File: src/rtl/clock_core_hms.sv
// Hours/minutes/seconds timekeeping core with button-driven set mode, auto-repeat
// and a registered six-digit BCD display in 12- or 24-hour format.
module clock_core_hms #(
  parameter int CLK_HZ        = 100_000_000,
  parameter int REPEAT_CYCLES = 25_000_000
) (
  input  logic        clk,
  input  logic        rst_n,
  input  logic        btn_center,
  input  logic        btn_left,
  input  logic        btn_right,
  input  logic        btn_up,
  input  logic        btn_down,
  input  logic        fmt_24h,
  output logic [23:0] digits,
  output logic        pm_led,
  output logic        run_led,
  output logic [1:0]  edit_field,
  output logic        sec_pulse
);

  localparam int PW = $clog2(CLK_HZ);
  localparam int RW = $clog2(REPEAT_CYCLES + 1);
  localparam logic [PW-1:0] PRESC_LAST = PW'(CLK_HZ - 1);
  localparam logic [RW-1:0] REP_LAST   = RW'(REPEAT_CYCLES - 1);

  typedef enum logic {
    ST_SET = 1'b0,
    ST_RUN = 1'b1
  } state_e;

  state_e          state_q;
  logic [4:0]      hrs_q;
  logic [5:0]      min_q;
  logic [5:0]      sec_q;
  logic [PW-1:0]   presc_q;
  logic [RW-1:0]   rep_q;
  logic [1:0]      field_q;
  logic [4:0]      btn_q;
  logic            sec_pulse_q;
  logic [23:0]     digits_q;
  logic            pm_q;

  logic [4:0]      btn_now;
  logic [4:0]      press;
  logic            up_only;
  logic            dn_only;
  logic            rep_hit;
  logic            step_up;
  logic            step_dn;
  logic            fld_left;
  logic            fld_right;
  logic [5:0]      hrs_disp_d;
  logic [23:0]     digits_d;
  logic            pm_d;

  function automatic logic [5:0] wrap_inc(input logic [5:0] v, input logic [5:0] last);
    return (v == last) ? 6'd0 : v + 6'd1;
  endfunction

  function automatic logic [5:0] wrap_dec(input logic [5:0] v, input logic [5:0] last);
    return (v == 6'd0) ? last : v - 6'd1;
  endfunction

  function automatic logic [7:0] to_bcd(input logic [5:0] v);
    logic [3:0] tens;
    tens = 4'(v / 6'd10);
    return {tens, 4'(v - {2'b00, tens} * 6'd10)};
  endfunction

  // Bit order {center, left, right, up, down}; a press is a rising level.
  assign btn_now   = {btn_center, btn_left, btn_right, btn_up, btn_down};
  assign press     = btn_now & ~btn_q;
  assign up_only   = btn_up & ~btn_down;
  assign dn_only   = btn_down & ~btn_up;
  assign rep_hit   = (rep_q == REP_LAST);
  assign step_up   = up_only & (press[1] | rep_hit);
  assign step_dn   = dn_only & (press[0] | rep_hit);
  assign fld_left  = press[3] & ~press[2];
  assign fld_right = press[2] & ~press[3];

  always_ff @(posedge clk or negedge rst_n) begin
    if (!rst_n) begin
      state_q     <= ST_SET;
      hrs_q       <= 5'd0;
      min_q       <= 6'd0;
      sec_q       <= 6'd0;
      presc_q     <= '0;
      rep_q       <= '0;
      field_q     <= 2'd1;
      btn_q       <= '0;
      sec_pulse_q <= 1'b0;
    end else begin
      btn_q       <= btn_now;
      sec_pulse_q <= 1'b0;
      case (state_q)
        ST_SET: begin
          if (press[4]) begin
            state_q <= ST_RUN;
            sec_q   <= 6'd0;
            presc_q <= '0;
            field_q <= 2'd1;
            rep_q   <= '0;
          end else begin
            if (step_up || step_dn) begin
              case (field_q)
                2'd0:    sec_q <= step_up ? wrap_inc(sec_q, 6'd59) : wrap_dec(sec_q, 6'd59);
                2'd1:    min_q <= step_up ? wrap_inc(min_q, 6'd59) : wrap_dec(min_q, 6'd59);
                2'd2:    hrs_q <= 5'(step_up ? wrap_inc({1'b0, hrs_q}, 6'd23)
                                             : wrap_dec({1'b0, hrs_q}, 6'd23));
                default: ;
              endcase
            end
            // Repeat counter restarts on every step, release, dual-press or field move.
            if (fld_left || fld_right || !(up_only || dn_only) || step_up || step_dn)
              rep_q <= '0;
            else
              rep_q <= rep_q + 1'b1;
            if (fld_left)
              field_q <= (field_q == 2'd2) ? 2'd0 : field_q + 2'd1;
            else if (fld_right)
              field_q <= (field_q == 2'd0) ? 2'd2 : field_q - 2'd1;
          end
        end
        ST_RUN: begin
          if (press[4]) begin
            state_q <= ST_SET;
            presc_q <= '0;
            field_q <= 2'd1;
            rep_q   <= '0;
          end else if (presc_q == PRESC_LAST) begin
            presc_q     <= '0;
            sec_pulse_q <= 1'b1;
            sec_q       <= wrap_inc(sec_q, 6'd59);
            if (sec_q == 6'd59)
              min_q <= wrap_inc(min_q, 6'd59);
            if (sec_q == 6'd59 && min_q == 6'd59)
              hrs_q <= 5'(wrap_inc({1'b0, hrs_q}, 6'd23));
          end else begin
            presc_q <= presc_q + 1'b1;
          end
        end
        default: state_q <= ST_SET;
      endcase
    end
  end

  always_comb begin
    hrs_disp_d = {1'b0, hrs_q};
    if (!fmt_24h) begin
      if (hrs_q == 5'd0)
        hrs_disp_d = 6'd12;
      else if (hrs_q > 5'd12)
        hrs_disp_d = {1'b0, hrs_q} - 6'd12;
    end
    digits_d = {to_bcd(hrs_disp_d), to_bcd(min_q), to_bcd(sec_q)};
    pm_d     = !fmt_24h && (hrs_q >= 5'd12);
  end

  // Display register: one cycle behind the time registers and fmt_24h.
  always_ff @(posedge clk or negedge rst_n) begin
    if (!rst_n) begin
      digits_q <= 24'h120000;
      pm_q     <= 1'b0;
    end else begin
      digits_q <= digits_d;
      pm_q     <= pm_d;
    end
  end

  assign digits     = digits_q;
  assign pm_led     = pm_q;
  assign run_led    = (state_q == ST_RUN);
  assign edit_field = field_q;
  assign sec_pulse  = sec_pulse_q;

endmodule

File: config.mk
export PLATFORM = sky130hd
export DESIGN_NAME = clock_core_hms
export DESIGN_NICKNAME = d
export VERILOG_FILES = /design/src/rtl/clock_core_hms.sv
export SDC_FILE = /design/constraint.sdc
export NUM_CORES = 1
export LEC_CHECK = 0
export ABC_CLOCK_PERIOD_IN_PS = 5300
export CAP_MARGIN = 5
export CORE_UTILIZATION = 55
export CTS_CLUSTER_DIAMETER = 50
export DETAILED_ROUTE_END_ITERATION = 6
export HOLD_SLACK_MARGIN = 0.05
export PLACE_DENSITY = 0.71
export SLEW_MARGIN = 20
export SYNTH_ARGS = -nofsm -noshare
export SYNTH_HDL_FRONTEND = slang
export SYNTH_SLANG_ARGS = --single-unit
export TNS_END_PERCENT = 20
File: constraint.sdc
create_clock -name clk -period 5.3 [get_ports clk]
set_clock_uncertainty 0.05 [all_clocks]
set_input_delay 1.06 -clock clk [delete_from_list [all_inputs] [get_ports clk]]
set_output_delay 1.06 -clock clk [all_outputs]
set_load 0.01 [all_outputs]
## Word level (Yosys, flattened, before mapping)

Index checks and enable logic that the tools add are counted.

- Register bits after elaboration: 103
- Bits in latches: 0
- Memory bits (writable): 0
- Memory bits (read-only): 0
- Output and inout bits: 29
- Logic and storage cells: 139
- Memories: 0

- Add/subtract/negate cells: 14
- Multipliers: 3
- Div/mod/pow operators: 3
- $lt $le $gt $ge: 2
- Equal/unequal tests: 20
- Shift-type cells: 0
- Muxes and demuxes: 53
- Bitwise gates (word level): 15
- Reduce and logical (&&, ||, !) cells: 18

Operator list:

| operator | number |
|---|---|
| $mux W6 | 20 |
| $mux W27 | 3 |
| $mux W25 | 3 |
| $pmux W27 S2 | 1 |
| $pmux W25 S2 | 1 |
| $mux W5 | 9 |
| $add A27 B1 Y27 const B | 1 |
| $eq A27 B27 Y1 const B | 1 |
| $add A25 B1 Y25 const B | 1 |
| $eq A25 B25 Y1 const B | 1 |
| $pmux W6 S2 | 2 |
| $div A6 B4 Y6 const B | 3 |
| $add A6 B1 Y6 const B | 2 |
| $eq A6 B6 Y1 const B | 2 |
| $logic_not A6 Y1 | 2 |
| $mul A4 B3 Y3 const B | 3 |
| $mux W2 | 6 |
| $reduce_and A6 Y1 | 2 |
| $sub A4 B4 Y4 | 3 |
| $sub A6 B1 Y6 const B | 2 |
| $ne A2 B1 Y1 const B | 5 |
| $ne A2 B2 Y1 const B | 5 |
| $pmux W5 S2 | 1 |
| $and A1 B1 Y1 | 6 |
| 26 further kinds | 43 |

## Logic depth before layout (Yosys ltp)

Gate-level depths: netlist (run 1).

- Word-level depth: 11
- Gate-level depth with buffers: 20
- Mapped depth without buffers: 19

## Least setup slack after synthesis (run 1)

Ideal clock, no wire load.

- Kind: input -> register
- Start point: input port fmt_24h
- End point: register digits_q[19] (netlist: digits[19])
- Data arrival time: 4169 ps
- Path slack: 949 ps
- Stages on the path: 17
- Path buffers: 1
- Cells stage by stage: clkbuf_1 -> a31oi_1 -> o21ai_0 -> ha_1 -> nor2_1 -> nand3_1 -> o21ai_0 -> o21ai_0 -> and2_1 -> ha_1 -> nand3b_1 -> o31ai_1 -> a32oi_1 -> ha_1 -> fa_1 -> xnor2_1 -> xnor2_1

- Cells in the longest elaborated chain, start to end: 4

RTL lines:

| element | line | source |
|---|---|---|
| from (decl) | 14 | `input logic fmt_24h,` |
| $mux W6 | 150 | `if (!fmt_24h) begin` |
| $div A6 B4 Y6 | 67 | `tens = 4'(v / 6'd10);` |
| via digits_d[20] | 54 | `logic [23:0] digits_d;` |
| $mul A4 B3 Y3 | 68 | `return {tens, 4'(v - {2'b00, tens} * 6'd10)};` |
| $sub A4 B4 Y4 | 68 |  |
| via digits_d[19] | 54 |  |
| to (signal assigned) | 166 | `digits_q <= digits_d;` |
| to (decl) | 41 | `logic [23:0] digits_q;` |

The timed path passes the listed nets, and every way through them passes these cells.
A chain may end at the register's enable or synchronous reset.

## Worst setup path after layout (run 1)

Ends and elaborated chain as after synthesis.

==> load_flow_metrics.sql, run 1 <==
INSERT INTO impl_metrics (metric_group, metric, value, unit) VALUES
('route', 'num_vias', '5193', ''),
('critical_path', 'critical_path.max_fanout', '9', ''),
('critical_path', 'critical_path.startpoint_type', 'input pin', ''),
('clock_network', 'cts.reportedPaths.clkPinSlew', '0.06', 'ns'),
('timing', 'final.min_clock_period', '4.88', 'ns'),
('floorplanning', 'die_h', '109', 'um'),
('global_routing', 'grt_start_max_net_pins', '80', ''),
('pwr', 'p_leak', '2.99', 'nW'),
('cells_and_area', 'antenna-diode-count', '0', ''),
('pwr', 'power.ir.vdd_worst', '0.000409', 'V'),
('critical_path', 'crit_slowest_cell', 'sky130_fd_sc_hd__clkdlybuf4s50_1', ''),
('pwr', 'switchingPower', '0.00128', 'W'),
('synth', 'synth_area', '6260', 'um2'),
('floorplanning', 'core', '11000', 'um2'),
('cells_and_area', 'post-route-cell-area', '6970', 'um2'),
('floorplanning', 'floorplan.die_area', '11800', 'um2'),
('synth', 'postSynthAreaPerCell', '8.86', 'um2'),
('timing', 'timing.slew.headroom', '0.332', ''),
('place', 'post-place-cells', '855', ''),
('synth', 'synthDominantCellAreaShare', '0.388', ''),
('route', 'dr.first_iter.drc_count', '406', ''),
('place', 'placed_cell_area', '6660', 'um2'),
('route', 'met2WireLength', '6390', 'um'),
('route', 'finalWirelength', '13500', 'um'),
('synth', 'asyncSetResetFlopFracSynth', '1.00', ''),
('cells_and_area', 'synthToLayoutAreaGrowth', '11.4', '%'),
('synth', 'synth.yosys.warnings', '0', ''),
('pwr', 'clock_power_share', '0.202', ''),
('timing', 'finalHoldViolCount', '0', ''),
('global_routing', 'first_pass_grt_wire_length', '23000', 'um'),
('global_routing', 'grt_usage', '0.248', ''),
('cells_and_area', 'layout.core_utilization', '0.635', ''),
('cells_and_area', 'post_route_cells_drive_above_1_share', '0.0451', ''),
('pwr', 'pwr_density_cell', '459', 'nW/um2'),
('timing', 'setup-tns-final', '0', 'ns'),
('critical_path', 'cpPeakStageDelay', '0.54', 'ns'),
('synth', 'count_leader_synth', 'sky130_fd_sc_hd__dfrtp_1', ''),
('route', 'wl_met3', '631', 'um'),
('synth', 'synth_sequential_area_ratio', '0.401', ''),
('timing', 'rsz0062_at_grt', 'no', ''),
('floorplanning', 'starting_density_of_the_core', '0.570', ''),
('timing', 'setup_viol', '0', ''),
('clock_network', 'post_cts_hold_fix_bufs', '0', ''),
('hold_path', 'holdPathEnd', 'digits[8]$_DFF_PN0_', ''),
('floorplanning', 'die_width', '109', 'um'),
('critical_path', 'path_cells', 'clkdlybuf4s50_1 -> a31oi_1 -> o21ai_0 -> ha_1 -> nor2_1 -> nand3_1 -> o21ai_0 -> o21ai_0 -> and2_1 -> ha_1 -> nand3b_1 -> o31ai_1 -> a32oi_1 -> ha_1 -> fa_1 -> xnor2_1 -> xnor2_1', ''),
('critical_path', 'r2r-start', 'hrs_q[3]$_DFFE_PN0P_', ''),
('pwr', 'power.sequential.fraction', '0.353', ''),
('critical_path', 'crit_required', '5.52', 'ns'),
('clock_network', 'cts_tree', 'done', ''),
('clock_network', 'cts.htree.levels', '3', ''),
('timing', 'tightest_slew', '0.996', 'ns'),
('place', 'place_congestion', '0.895', ''),
('synth', 'synth_enable_flop_cells', '0', ''),
('place', 'placement.setup.worst_slack', '0.101', 'ns'),
('synth', 'postSynthRegisterBits', '100', ''),
('place', 'portBuffers', '33', ''),
('critical_path', 'reg2reg_slack', '0.64', 'ns'),
('synth', 'postSynthCellCount', '706', ''),
('cells_and_area', 'finalNonFillerCells', '872', ''),
('route', 'drt-vias-per-instance', '5.96', ''),
('clock_network', 'clkLatencyLatePin', '0.35', 'ns'),
('timing', 'timing.final.max_slew_violations', '0', ''),
('timing', 'fmaxAchievable', '0.205', 'GHz'),
('clock_network', 'clockBufferDepth', '2', ''),
('synth', 'yosys_most_used_dff', 'sky130_fd_sc_hd__dfrtp_1', ''),
('route', 'routed_length_on_met1', '6350', 'um'),
('timing', 'finalCritPeriodShare', '0.921', ''),
('clock_network', 'post-cts-setup-buffer-count', '0', ''),
('run_status', 'outcome', 'finished, final reports clean', ''),
('floorplanning', 'ios', '37', '');
worst max-delay path: cells and delay by family:
| family | cells | cell delay, ns |
|---|---|---|
| XOR/XNOR | 2 | 0.33 |
| buffers and inverters | 1 | 0.54 |
| AND/OR/NAND/NOR | 4 | 0.46 |
| adder cells (fa/ha/maj) | 4 | 1.21 |
| AO/OA/AOI/OAI | 6 | 1.50 |
metal layers:
metal | up-vias | global-route usage
met5 | - | 0
met4 | 0 | 0.0647
met3 | 12 | 0.0616
met2 | 136 | 0.394
met1 | 2484 | 0.338
li1 | 2561 | -
cells in the final DEF, fill, tap and decap left out, drive strengths merged, types with 12 or more instances in the layout:
cell           instances
nand4                 16
dfrtp                 97
nor4                  13
clkdlybuf4s50         32
o21ai                 59
xor2                  17
clkbuf                14
a21o                  12
nand3                 40
xnor2                 19
ha                    37
nand2                 66
inv                   43
nor3                  13
nor2                  70
a21oi                 30
flip-flops by register name, summed over array words and instances, names as in the netlist:
register and flops:
min_q 6, btn_q 5, presc_q 27, pm_led 1
sec_q 6, sec_pulse 1, hrs_q 5, run_led 1
edit_field 2, digits 21, rep_q 25
final cells by class:
class	instances	area (um2)
multi-input cells	533	3450
repair buffers	38	385
well taps	140	175
clock buffers	14	244
clock inverters	2	37.5
inverters	45	169
flip-flops and latches	100	2510
fillers	926	4010
through the flow:
step,hold WS (ns),total power [W]
final,0.470,0.00320
after global routing,0.495,0.00345
after detailed placement,0.456,0.00255
after CTS,0.470,0.00321
after global placement,0.423,0.00250
after floorplan,0.404,0.00212
worst max path at each step:
stage / from / endpoint / slack [ns] / cells past startpoint
after global routing: fmt_24h / digits[19]$_DFF_PN0_ / 0.18 / 17
after CTS: fmt_24h / digits[19]$_DFF_PN0_ / 0.46 / 17
final: fmt_24h / digits[19]$_DFF_PN0_ / 0.42 / 17
after detailed placement: fmt_24h / digits[19]$_DFF_PN0_ / 0.10 / 17
after floorplan: fmt_24h / digits[19]$_DFF_PN0_ / 0.95 / 17
after global placement: fmt_24h / digits[19]$_DFF_PN0_ / 0.41 / 17
power by group through the flow:
stage                     Clock, W  Combinational, W  Sequential [W]
after floorplan                  0           0.00103         0.00108
after global placement           0           0.00137         0.00114
after detailed placement         0           0.00141         0.00114
after CTS                 0.000659           0.00142         0.00113
after global routing      0.000690           0.00160         0.00116
final                     0.000645           0.00142         0.00113
kinds of logic after synthesis:
| group | count (synthesis) | share of synthesized area |
|---|---|---|
| AOI/OAI and AO/OA | 173 | 0.184 |
| xor gates and xnor gates | 36 | 0.0504 |
| adders and majority gates | 40 | 0.0836 |
| buffers and inverters | 75 | 0.0486 |
| DFF | 100 | 0.401 |
| muxes | 8 | 0.0130 |
| other | 1 | 0.000599 |
| and+or+nand+nor | 273 | 0.220 |
Power figures use the tool's default switching activity.
==> run 2, diff against run 1 <==
--- a/config.mk
+++ b/config.mk
@@ -7,11 +7,12 @@
 export LEC_CHECK = 0
 export ABC_CLOCK_PERIOD_IN_PS = 5300
 export CAP_MARGIN = 5
-export CORE_UTILIZATION = 55
+export CORE_UTILIZATION = 60
 export CTS_CLUSTER_DIAMETER = 50
 export DETAILED_ROUTE_END_ITERATION = 6
+export GPL_TIMING_DRIVEN = 0
 export HOLD_SLACK_MARGIN = 0.05
-export PLACE_DENSITY = 0.71
+export PLACE_DENSITY = 0.76
 export SLEW_MARGIN = 20
 export SYNTH_ARGS = -nofsm -noshare
 export SYNTH_HDL_FRONTEND = slang
==> run 2 against run 1 <==
  * Sequential power down 6%
  * First-iteration DRC count down 8.9%
  * Largest cell class unchanged
  * Sequential share of layout area down 0.17 points
  * Via count up 3.2%
  * Count of clock-buffer cells in the layout down 4
  * Sequential cell count unchanged
  * Register-to-register slack worse by 0.09 ns
  * Global-route usage up 1.6 points
  * Fmax up 2.8%
==> load_flow_metrics.sql, run 2 (same netlist as run 1, synthesis figures left out) <==
INSERT INTO impl_metrics (metric_group, metric, value, unit) VALUES
('floorplanning', 'floorplan.die_area', '10800', 'um2'),
('clock_network', 'clkLatencyLatePin', '0.39', 'ns'),
('cells_and_area', 'layout.nets', '800', ''),
('cells_and_area', 'synthToLayoutAreaGrowth', '12.0', '%'),
('timing', 'finalHoldViolCount', '0', ''),
('hold_path', 'min-delay-path-class', 'reg -> reg', ''),
('critical_path', 'critical_path_arrival', '5.01', 'ns'),
('route', 'remaining_drc_errors', '0', ''),
('clock_network', 'cts_tree', 'done', ''),
('critical_path', 'crit_required', '5.56', 'ns'),
('timing', 'timing.slew.headroom', '0.453', ''),
('floorplanning', 'starting_density_of_the_core', '0.629', ''),
('critical_path', 'cpPeakStageDelay', '0.46', 'ns'),
('clock_network', 'post_cts_hold_fix_bufs', '0', ''),
('critical_path', 'timing.setup.critical_path_class', 'reg -> reg', ''),
('global_routing', 'grt_start_max_net_pins', '57', ''),
('place', 'detailed_place_hpwl', '9660', 'um'),
('route', 'num_vias', '5358', ''),
('hold_path', 'min_from', 'rep_q[14]$_DFFE_PN0P_', ''),
('run_status', 'outcome', 'finished, final reports clean', ''),
('timing', 'timing.final.max_slew_violations', '0', ''),
('critical_path', 'critical_path.max_fanout', '6', ''),
('cells_and_area', 'mostFrequentLayoutCells', 'sky130_fd_sc_hd__dfrtp_1, sky130_fd_sc_hd__nor2_1, sky130_fd_sc_hd__nand2_1', ''),
('route', 'finalWirelength', '13500', 'um'),
('cells_and_area', 'fillers', '800', ''),
('pwr', 'p_leak', '3.01', 'nW'),
('job', 'max_cap_viol', '0', ''),
('route', 'antenna_left', '0', ''),
('global_routing', 'grt_pass1_vias', '4962', ''),
('floorplanning', 'core', '9950', 'um2'),
('place', 'placed_cell_area', '6780', 'um2'),
('hold_path', 'worstHoldPathCells', '1', ''),
('cells_and_area', 'post-route-cell-area', '7010', 'um2'),
('floorplanning', 'floorplan.rows', '36', ''),
('floorplanning', 'die_h', '104', 'um'),
('clock_network', 'post-cts-setup-buffer-count', '0', ''),
('place', 'portBuffers', '32', ''),
('cells_and_area', 'layout.core_utilization', '0.704', ''),
('timing', 'final.min_clock_period', '4.75', 'ns'),
('critical_path', 'reg2reg_slack', '0.55', 'ns'),
('critical_path', 'worst_path_bufs_invs', '1', ''),
('hold_path', 'holdPathEnd', 'rep_q[14]$_DFFE_PN0P_', ''),
('cells_and_area', 'antenna-diode-count', '0', ''),
('timing', 'finalCritPeriodShare', '0.896', ''),
('critical_path', 'crit_slowest_cell', 'sky130_fd_sc_hd__dfrtp_1', ''),
('critical_path', 'crit_path_frequent_cell', 'sky130_fd_sc_hd__ha_1', ''),
('clock_network', 'cts_buffers', '9', ''),
('cells_and_area', 'mostFrequentLayoutCell', 'sky130_fd_sc_hd__dfrtp_1', ''),
('floorplanning', 'ios', '37', ''),
('timing', 'fmaxAchievable', '0.211', 'GHz'),
('route', 'dr.first_iter.drc_count', '370', ''),
('timing', 'setup_viol', '0', ''),
('clock_network', 'clkSinkCount', '100', ''),
('critical_path', 'cpLargestDelayFamily', 'compound AO/OA/AOI/OAI gates', ''),
('global_routing', 'overflow', '0', ''),
('route', 'drt_first_pass_iters', '5', ''),
('floorplanning', 'die_width', '104', 'um'),
('critical_path', 'critical_path.startpoint_type', 'register', ''),
('timing', 'tightest_slew', '0.813', 'ns'),
('cells_and_area', 'largest_register_ffs', '27', ''),
('critical_path', 'r2r_end', 'digits[19]$_DFF_PN0_', ''),
('global_routing', 'initial_antenna_violation_count', '0', ''),
('critical_path', 'r2r-start', 'hrs_q[1]$_DFFE_PN0P_', ''),
('cells_and_area', 'post_route_cells_drive_above_1_share', '0.0542', ''),
('cells_and_area', 'top_register', 'presc_q', ''),
('critical_path', 'endpoint_class_of_the_critical_path', 'register', ''),
('critical_path', 'ff2ff_path_depth', '19', ''),
('clock_network', 'cts.reportedPaths.clkPinSlew', '0.09', 'ns'),
('global_routing', 'grt_usage', '0.264', ''),
('critical_path', 'path_cells', 'inv_1 -> ha_1 -> nand2b_1 -> a31oi_1 -> o21ai_0 -> ha_1 -> nor2_1 -> nand3_1 -> o21ai_0 -> o21ai_0 -> and2_1 -> ha_1 -> nand3b_1 -> o31ai_1 -> a32oi_1 -> ha_1 -> fa_1 -> xnor2_1 -> xnor2_1', ''),
('route', 'drt-vias-per-instance', '6.02', ''),
('timing', 'rsz0062_at_grt', 'no', ''),
('place', 'place_congestion', '0.916', ''),
('clock_network', 'cts_resized', '0', ''),
('pwr', 'pwr_density_cell', '450', 'nW/um2'),
('clock_network', 'clockBufferDepth', '2', ''),
('critical_path', 'timing.critical_path.from', 'hrs_q[1]$_DFFE_PN0P_', ''),
('pwr', 'power.ir.vdd_worst', '0.000399', 'V'),
('clock_network', 'cts.htree.levels', '3', ''),
('global_routing', 'first_pass_grt_wire_length', '23100', 'um'),
('route', 'avgRoutedWirePerCell', '15.1', 'um'),
('pwr', 'totalPowerFinal', '0.00315', 'W'),
('clock_network', 'cts_root_buffer', 'sky130_fd_sc_hd__clkbuf_8', '');
==> run 2: cell types whose count changed in the layout (fill, tap and decap cells not counted) <==
cell | before | now
sky130_fd_sc_hd__clkbuf_1 | 5 | 23
sky130_fd_sc_hd__clkbuf_8 | 0 | 10
sky130_fd_sc_hd__clkbuf_16 | 9 | 0
sky130_fd_sc_hd__buf_2 | 0 | 2
sky130_fd_sc_hd__buf_4 | 5 | 3
sky130_fd_sc_hd__buf_6 | 0 | 2
sky130_fd_sc_hd__clkinv_2 | 0 | 2
sky130_fd_sc_hd__clkinv_4 | 0 | 2
sky130_fd_sc_hd__bufinv_16 | 1 | 2
sky130_fd_sc_hd__clkbuf_2 | 0 | 1
sky130_fd_sc_hd__clkdlybuf4s50_1 | 32 | 31
sky130_fd_sc_hd__clkinvlp_4 | 1 | 0
==> run 2: metal layers <==
layer | share of wire | global-route usage
met1 | 0.47 | 0.357
met2 | 0.47 | 0.425
met4 | 0.014 | 0.0735
met5 | 0 | 0
met3 | 0.049 | 0.0602
==> run 2: final cells by class <==
| class | count | area (um2) | share of cell area |
|---|---|---|---|
| inverters | 45 | 169 | 0.0241 |
| repair buffers | 33 | 349 | 0.0498 |
| clock inverters | 6 | 87.6 | 0.0125 |
| flip-flops and latches | 100 | 2510 | 0.358 |
| plain buffers | 30 | 135 | 0.0193 |
| clock buffers | 10 | 138 | 0.0196 |
| well taps | 133 | 166 | 0.0238 |
| multi-input cells | 533 | 3450 | 0.493 |
==> run 2: worst max path at each step <==
stage,end,slack [ns],depth (start not counted)
floorplan,digits[19]$_DFF_PN0_,0.95,17
global placement,digits[13]$_DFF_PN0_,-0.55,1
detailed placement,digits[19]$_DFF_PN0_,0.45,17
CTS,digits[19]$_DFF_PN0_,0.61,19
global route,digits[19]$_DFF_PN0_,0.12,19
finish,digits[19]$_DFF_PN0_,0.55,19
==> run 2: per-stage QoR <==
stage	worst slack [ns]	instances	setup TNS [ns]	hold WS, ns
floorplan	0.949	708	0	0.404
global placement	-0.552	873	-52.79	0.425
CTS	0.607	890	0	0.460
global route	0.117	890	0	0.472
finish	0.553	890	0	0.456
detailed placement	0.448	874	0	0.446
==> run 2: power breakdown <==
part           internal (W)  leakage, nW  switching (W)
sequential         0.000930         1.29       0.000126
combinational      0.000649         1.60       0.000899
clock              0.000279        0.116       0.000269
==> run 3, diff against run 2 <==
--- a/config.mk
+++ b/config.mk
@@ -12,6 +12,7 @@
 export DETAILED_ROUTE_END_ITERATION = 6
 export GPL_TIMING_DRIVEN = 0
 export HOLD_SLACK_MARGIN = 0.05
+export MAX_ROUTING_LAYER = met4
 export PLACE_DENSITY = 0.76
 export SLEW_MARGIN = 20
 export SYNTH_ARGS = -nofsm -noshare
==> run 3 against run 2 <==
  * Non-clock buffer count did not move
  * Via count fell by 0.63%
  * Sequential share of layout area barely moved
  * Critical path depth did not move
  * Sequential power barely moved
  * Sequential cell count did not move
  * Wire length rose by 2.6%
  * Worst hold slack improved by 0.0094 ns
  * Cell area barely moved
==> load_flow_metrics.sql, run 3 (same netlist as run 1, synthesis figures left out) <==
INSERT INTO impl_metrics (metric_group, metric, value, unit) VALUES
('critical_path', 'timing.critical_path.from', 'hrs_q[1]$_DFFE_PN0P_', ''),
('pwr', 'pwr_density_cell', '451', 'nW/um2'),
('clock_network', 'cts.htree.levels', '3', ''),
('clock_network', 'cts_root_buffer', 'sky130_fd_sc_hd__clkbuf_8', ''),
('critical_path', 'crit_path_frequent_cell', 'sky130_fd_sc_hd__ha_1', ''),
('route', 'num_vias', '5324', ''),
('critical_path', 'cpPeakStageDelay', '0.46', 'ns'),
('timing', 'rsz0062_at_grt', 'no', ''),
('route', 'met2WireLength', '6340', 'um'),
('critical_path', 'timing.setup.critical_path_class', 'reg -> reg', ''),
('cells_and_area', 'antenna-diode-count', '0', ''),
('global_routing', 'grt_start_max_net_pins', '58', ''),
('route', 'finalWirelength', '13800', 'um'),
('cells_and_area', 'mostFrequentLayoutCell', 'sky130_fd_sc_hd__dfrtp_1', ''),
('timing', 'finalCritPeriodShare', '0.878', ''),
('timing', 'setup_viol', '0', ''),
('route', 'route.top_layer_used', 'met4', ''),
('critical_path', 'critical_path.startpoint_type', 'register', ''),
('clock_network', 'cts.reportedPaths.clkPinSlew', '0.09', 'ns'),
('global_routing', 'first_pass_grt_wire_length', '23700', 'um'),
('clock_network', 'cts_buffers', '9', ''),
('timing', 'timing.final.max_slew_violations', '0', ''),
('critical_path', 'worst_path_bufs_invs', '1', ''),
('critical_path', 'crit_slowest_cell', 'sky130_fd_sc_hd__dfrtp_1', ''),
('clock_network', 'cts_resized', '0', ''),
('cells_and_area', 'top_register', 'presc_q', ''),
('global_routing', 'grt_pass1_vias', '4985', ''),
('floorplanning', 'die_h', '104', 'um'),
('timing', 'fmaxAchievable', '0.215', 'GHz'),
('cells_and_area', 'post-route-cell-area', '7010', 'um2'),
('clock_network', 'post_cts_hold_fix_bufs', '0', ''),
('route', 'remaining_drc_errors', '0', ''),
('cells_and_area', 'mostFrequentLayoutCells', 'sky130_fd_sc_hd__dfrtp_1, sky130_fd_sc_hd__nor2_1, sky130_fd_sc_hd__nand2_1', ''),
('run_status', 'outcome', 'finished, final reports clean', ''),
('pwr', 'p_leak', '3.00', 'nW'),
('critical_path', 'critical_path.max_fanout', '6', ''),
('route', 'wl_met3', '790', 'um'),
('floorplanning', 'die_width', '104', 'um'),
('floorplanning', 'floorplan.rows', '36', ''),
('pwr', 'power.ir.vdd_worst', '0.000472', 'V'),
('place', 'place_congestion', '0.932', ''),
('floorplanning', 'ios', '37', ''),
('route', 'antenna_left', '0', ''),
('critical_path', 'path_cells', 'inv_1 -> ha_1 -> nand2b_1 -> a31oi_1 -> o21ai_0 -> ha_1 -> nor2_1 -> nand3_1 -> o21ai_0 -> o21ai_0 -> and2_1 -> ha_1 -> nand3b_1 -> o31ai_1 -> a32oi_1 -> ha_1 -> fa_1 -> xnor2_1 -> xnor2_1', ''),
('critical_path', 'critical_path_arrival', '4.92', 'ns'),
('place', 'portBuffers', '32', ''),
('critical_path', 'endpoint_class_of_the_critical_path', 'register', ''),
('cells_and_area', 'synthToLayoutAreaGrowth', '12.0', '%'),
('clock_network', 'clkLatencyLatePin', '0.39', 'ns'),
('clock_network', 'post-cts-setup-buffer-count', '0', ''),
('critical_path', 'r2r-start', 'hrs_q[1]$_DFFE_PN0P_', ''),
('route', 'routed_length_on_met1', '6510', 'um'),
('cells_and_area', 'layout.core_utilization', '0.704', ''),
('critical_path', 'crit_required', '5.56', 'ns'),
('place', 'detailed_place_hpwl', '9770', 'um'),
('route', 'dr.first_iter.drc_count', '431', ''),
('critical_path', 'reg2reg_slack', '0.65', 'ns'),
('place', 'placed_cell_area', '6780', 'um2'),
('clock_network', 'clkSinkCount', '100', ''),
('cells_and_area', 'largest_register_ffs', '27', ''),
('hold_path', 'min_from', 'rep_q[14]$_DFFE_PN0P_', ''),
('cells_and_area', 'post_route_cells_drive_above_1_share', '0.0528', ''),
('route', 'drt-vias-per-instance', '5.98', ''),
('clock_network', 'clockBufferDepth', '2', ''),
('global_routing', 'initial_antenna_violation_count', '0', ''),
('critical_path', 'cpLargestDelayFamily', 'compound AO/OA/AOI/OAI gates', ''),
('place', 'placement.setup.worst_slack', '0.512', 'ns'),
('hold_path', 'min-delay-path-class', 'reg -> reg', ''),
('clock_network', 'cts_tree', 'done', ''),
('global_routing', 'overflow', '0', ''),
('global_routing', 'grt_usage', '0.276', ''),
('floorplanning', 'core', '9950', 'um2'),
('cells_and_area', 'layout.nets', '800', ''),
('timing', 'tightest_slew', '0.919', 'ns'),
('timing', 'layout_setup_ws', '0.648', 'ns'),
('floorplanning', 'floorplan.die_area', '10800', 'um2'),
('floorplanning', 'starting_density_of_the_core', '0.629', ''),
('job', 'max_cap_viol', '0', ''),
('timing', 'finalHoldViolCount', '0', ''),
('route', 'avgRoutedWirePerCell', '15.5', 'um'),
('route', 'drt_first_pass_iters', '5', ''),
('timing', 'final.min_clock_period', '4.65', 'ns'),
('timing', 'timing.slew.headroom', '0.381', '');
-- run 3: final cells by class --
| cell class | instances | area (um2) |
|---|---|---|
| Fill cell | 773 | 2950 |
| Sequential cell | 100 | 2510 |
| Buffer | 30 | 135 |
| Timing Repair Buffer | 33 | 349 |
| Clock buffer | 11 | 141 |
| Inverter | 45 | 169 |
| Clock inverter | 5 | 85.1 |
| Multi-Input combinational cell | 533 | 3450 |
| Tap cell | 133 | 166 |
-- run 3: final timing paths --
path / endpoint / cells after the start
max: digits[19]$_DFF_PN0_ / 19
min: rep_q[14]$_DFFE_PN0P_ / 1
max reg2reg: digits[19]$_DFF_PN0_ / 19
min reg2reg: rep_q[14]$_DFFE_PN0P_ / 1
max in group asynchronous: edit_field[0]$_DFFE_PN1P_ / 2
min in group asynchronous: presc_q[7]$_DFFE_PN0P_ / 1
-- run 3: per-stage QoR --
step / power (W) / hold WS, ns / instances / setup TNS [ns]
after floorplan: 0.00212 / 0.404 / 708 / 0
final: 0.00316 / 0.465 / 890 / 0
after global placement: 0.00255 / 0.425 / 873 / -51.54
after detailed placement: 0.00260 / 0.443 / 874 / 0
after CTS: 0.00316 / 0.457 / 890 / 0
after global routing: 0.00341 / 0.464 / 890 / 0
-- run 3: where the power goes --
group / internal [W] / switching [W] / total [W]
clock: 0.000281 / 0.000273 / 0.000554
combinational: 0.000649 / 0.000903 / 0.00155
sequential: 0.000930 / 0.000124 / 0.00105
-- run 3: routing by layer --
layer,up-vias,global-route usage
li1,2622,-
met1,2520,0.369
met2,165,0.418
met3,17,0.0721
met4,0,0.0776
met5,-,-
